## src/rtl/bcd3_down_counter.sv

```systemverilog
// Three-digit BCD down counter with IDLE/RUN/EXPIRED control and optional reload.
// Define BCD_DOWN_SAT_EN to saturate at 000 (and expire) on a terminal event.
module bcd3_down_counter #(
  parameter int AUTO_RELOAD = 0
) (
  input  logic        clk,
  input  logic        rst_n,
  input  logic        load,
  input  logic [11:0] load_val,
  input  logic        start,
  input  logic        stop,
  input  logic        tick,
  output logic [11:0] count,
  output logic        zero,
  output logic        busy,
  output logic        expired,
  output logic        borrow,
  output logic        load_err
);

  typedef enum logic [1:0] {
    S_IDLE    = 2'd0,
    S_RUN     = 2'd1,
    S_EXPIRED = 2'd2
  } state_t;

  state_t      state_q, state_d;
  logic [11:0] count_q, count_d;
  logic [11:0] reload_q, reload_d;
  logic        borrow_q, borrow_d;
  logic        load_err_q, load_err_d;

  function automatic logic bcd_valid(input logic [11:0] v);
    return (v[11:8] <= 4'd9) && (v[7:4] <= 4'd9) && (v[3:0] <= 4'd9);
  endfunction

  // Caller guarantees v != 000, so the hundreds digit never underflows.
  function automatic logic [11:0] bcd_dec(input logic [11:0] v);
    logic [3:0] h, t, u;
    h = v[11:8];
    t = v[7:4];
    u = v[3:0];
    if (u != 4'd0) begin
      u = u - 4'd1;
    end else begin
      u = 4'd9;
      if (t != 4'd0) begin
        t = t - 4'd1;
      end else begin
        t = 4'd9;
        h = h - 4'd1;
      end
    end
    return {h, t, u};
  endfunction

  // Next-state logic; priority is load > stop > start > tick.
  always_comb begin
    state_d    = state_q;
    count_d    = count_q;
    reload_d   = reload_q;
    borrow_d   = 1'b0;
    load_err_d = 1'b0;
    if (load) begin
      if (bcd_valid(load_val)) begin
        count_d  = load_val;
        reload_d = load_val;
        state_d  = S_IDLE;
      end else begin
        load_err_d = 1'b1;
      end
    end else if (stop) begin
      state_d = S_IDLE;
    end else if (start && (state_q != S_RUN)) begin
      state_d = S_RUN;
    end else if (tick && (state_q == S_RUN)) begin
      if (count_q != 12'h000) begin
        count_d = bcd_dec(count_q);
      end else begin
        borrow_d = 1'b1;
`ifdef BCD_DOWN_SAT_EN
        count_d = 12'h000;
        state_d = S_EXPIRED;
`else
        if (AUTO_RELOAD != 0) begin
          count_d = reload_q;
        end else begin
          count_d = 12'h999;
          state_d = S_EXPIRED;
        end
`endif
      end
    end else begin
      state_d = state_q;
    end
  end

  // State and output registers.
  always_ff @(posedge clk or negedge rst_n) begin
    if (!rst_n) begin
      state_q    <= S_IDLE;
      count_q    <= 12'h000;
      reload_q   <= 12'h000;
      borrow_q   <= 1'b0;
      load_err_q <= 1'b0;
    end else begin
      state_q    <= state_d;
      count_q    <= count_d;
      reload_q   <= reload_d;
      borrow_q   <= borrow_d;
      load_err_q <= load_err_d;
    end
  end

  assign count    = count_q;
  assign zero     = (count_q == 12'h000);
  assign busy     = (state_q == S_RUN);
  assign expired  = (state_q == S_EXPIRED);
  assign borrow   = borrow_q;
  assign load_err = load_err_q;

endmodule

```

## config.mk

```make
export PLATFORM = sky130hd
export DESIGN_NAME = bcd3_down_counter
export DESIGN_NICKNAME = d
export VERILOG_FILES = /design/src/rtl/bcd3_down_counter.sv
export SDC_FILE = /design/constraint.sdc
export NUM_CORES = 1
export LEC_CHECK = 0
export BUFFER_PORTS_ARGS = -buffer_cell sky130_fd_sc_hd__buf_2
export CORE_ASPECT_RATIO = 0.75
export CORE_MARGIN = 5
export CORE_UTILIZATION = 44
export CTS_CLUSTER_DIAMETER = 30
export CTS_CLUSTER_SIZE = 30
export DETAILED_ROUTE_END_ITERATION = 16
export GPL_ROUTABILITY_DRIVEN = 0
export PLACE_DENSITY = 0.74
export SYNTH_ARGS = -nofsm -noshare
export SYNTH_HDL_FRONTEND = slang
export SYNTH_SLANG_ARGS = --single-unit
```

## constraint.sdc

```tcl
create_clock -name clk -period 1.6 [get_ports clk]
set_input_delay 0.08 -clock clk [delete_from_list [all_inputs] [get_ports clk]]
set_output_delay 0.08 -clock clk [all_outputs]
set_load 0.005 [all_outputs]
```

==> impl_results.md <==
- Status: finished with violations
- Violated checks: negative setup slack
- Final wirelength: 3.38 mm
- Crit path kind: flip-flop to flip-flop
- Yosys warns: 0
- Synthesized area: 1040 µm²
- Drt wl/cell: about 16 µm
- Die X: ~66 µm
- Clk_lat worst skew: 290 ps
- Antenna Diode Count: 0
- Fmax achieved: about 0.56 GHz
- Synth unique cells: 34
- Drt pass-1 iters: 4
- I/O Buffers: 34
- EDFF count, synth: 0
- Max cap viols: 0
- Reg2Reg Depth: 7
- FP Rows: 15
- PwrDens: between 1000 and 1500 nW/µm²
- CTS H-Tree Depth: 1
- I/O pin count: 35
- Area Overhead vs Synth: 53.7%
- First-pass GRT wire length: 5.06 mm
- Clock root buffer: clkbuf_4
- HPWL after DPL: ~2.2 mm
- Share of cells above drive strength 1: 0.494
- Worst Hold Path Cells: 3
- Largest net degree at the start of global routing: 17
- Post-synth ARST share: 1.00
- Most common flop cell mapped by yosys: dfrtp_1
- Max Transition Viols Final: 0
- Via/cell ratio: approximately 5.4
- Average instance area after synthesis: a little over 9 µm²
- Relative slew margins: 0.634
- VDD IR-drop max: approximately 0.6 mV
- Starting density of the core: 0.456
- Synth Instances: between 100 and 150
- Post-Syn Nets: about 140
- Pin slew with the least headroom to its limit: between 500 and 600 ps
- Setup Skew: 6.72 ps
- Global Route Usage Sum: 0.196
- #FFs+latches synth: 16
- CP max FO: 3
- CORE AREA: 2290 µm²
- Post-route ant nets: 0
- Register area: between 400 and 500 µm²
- CTS Buffer Depth: 2
- Most frequent cells in the layout: buf_2 (33), buf_4 (21), dfrtp_1 (16)
- CTS tree: done
- Total power: approximately 2.1 mW
- Post-route setup TNS: -1070 ps
- Total number of vias: around 1100
- Minimum clock period: approximately 1800 ps
- CP Launch Type: flip-flop
- WHS: around 110 ps
- DRC viols: 0
- Final setup vio count: 9
- Final hold vios: 0
- Arrival time worst endpoint: between 1500 and 2000 ps
- Filler cells: 175
- Crit path required time: between 1500 and 2000 ps
- Tcrit/Tclk final: 1.11
- Seq/Total Area, Yosys: 0.384
- Commonest non-fill, non-tap cell in the layout: buf_2
- Die area: between 3000 and 4000 µm²
- Footprint of the multi-input gates: between 600 and 700 µm²
- CTS Buf Count: 3
- Crit end category: flip-flop
- CTS sink count: 16
- RSZ-0062 raised after global routing: true
- Worst Setup Slack, final: -177 ps
- Leak: about 0.80 nW
- Die height: roughly 52 µm
- GRT overflow: 0
- Number of global-route vias before repair: between 1000 and 1500
- Fin nets: 201
- Initial antenna violation count: 0
- Worst Hold Class: input pin to flip-flop
- Reg clk slew, reported paths: ~90 ps
- DR iter-0 viols: 96
[critical path, cell delays in order, from the launching register on]
cell	delay [ps]
dfrtp_1	400
inv_2	80
ha_4	140
nor3b_4	240
buf_4	170
nand4_1	160
nand2_1	170
mux2_4	310
[area by class of cell]
| cell class | instances | area share |
|---|---|---|
| tap | 34 | 0.0265 |
| inverter | 12 | 0.0296 |
| sequential | 16 | 0.250 |
| clock buffer | 3 | 0.0140 |
| multi-input combinational | 84 | 0.431 |
| timing repair buffer | 61 | 0.250 |
[flip-flops by register name, indices dropped and copies added (netlist names)]
| name | flops |
|---|---|
| load_err | 1 |
| count | 12 |
| state_q | 2 |
| borrow | 1 |
[cell usage after synthesis (all sizes together) (2+ instances only)]
| library cell | instances | area share |
|---|---|---|
| a21oi | 6 | 0.029 |
| a22oi | 2 | 0.014 |
| a31oi | 3 | 0.018 |
| buf | 2 | 0.0096 |
| dfrtp | 16 | 0.38 |
| ha | 5 | 0.060 |
| inv | 12 | 0.043 |
| mux2 | 4 | 0.043 |
| mux2i | 4 | 0.038 |
| nand2 | 10 | 0.036 |
| nand3 | 3 | 0.014 |
| nand4 | 4 | 0.036 |
| nor2 | 11 | 0.040 |
| nor2b | 2 | 0.012 |
| nor3 | 5 | 0.024 |
| nor3b | 2 | 0.030 |
| nor4b | 2 | 0.017 |
| o21ai | 3 | 0.014 |
| o21bai | 2 | 0.014 |
| o22a | 3 | 0.025 |
| o22ai | 2 | 0.012 |
| o31ai | 2 | 0.014 |
[report_power, final]
group | switching, mW | total, mW | internal, mW | leakage (nW)
Sequential | 0.172 | 0.714 | 0.542 | 0.193
Combinational | 0.563 | 1.21 | 0.648 | 0.596
Clock | 0.122 | 0.209 | 0.0875 | 0.0138
Total | 0.856 | 2.13 | 1.28 | 0.802
[logic make-up (layout without fill, tap and decap cells)]
logic type,Yosys count,in the layout,synth area share
mux,8,8,0.0815
compound gates,29,29,0.192
flops,16,16,0.384
simple gates,42,42,0.230
fa+ha+maj,5,5,0.0600
buf+inv,14,76,0.0528
[layer usage]
layer	share of wire	global-route usage	up-vias
met4	0.014	0.0439	0
met5	0	0	-
li1	-	-	543
met2	0.46	0.295	42
met1	0.45	0.274	552
met3	0.067	0.0601	7
[through the flow]
step | worst slack [ps] | area, µm² | cells | util
after floorplan | -50.8 | 1060 | 114 | -
after global placement | -42.6 | 1380 | 196 | 0.604
after detailed placement | -76.9 | 1380 | 196 | 0.604
after CTS | -150 | 1480 | 205 | 0.646
after global routing | -206 | 1600 | 210 | 0.701
final | -177 | 1600 | 210 | 0.701
[worst paths after layout]
check	slack (ps)	start	to
min in group asynchronous	230	rst_n	count[2]$_DFFE_PN0P_
max reg2reg	-180	count[1]$_DFFE_PN0P_	count[8]$_DFFE_PN0P_
max in group asynchronous	1100	rst_n	count[5]$_DFFE_PN0P_
max	-180	count[1]$_DFFE_PN0P_	count[8]$_DFFE_PN0P_
min	110	load_val[2]	count[2]$_DFFE_PN0P_
min reg2reg	550	state_q[1]$_DFFE_PN0P_	state_q[1]$_DFFE_PN0P_
[repair_timing]
item                                   CTS  global route
setup buffers                            5             5
pin swaps                                8            11
endpoints found under the hold margin   16             0
hold buffers                             1             0
setup endpoints to repair               12            14
resized for setup                        7            19
No activity file was read; power rests on OpenSTA's default activity.
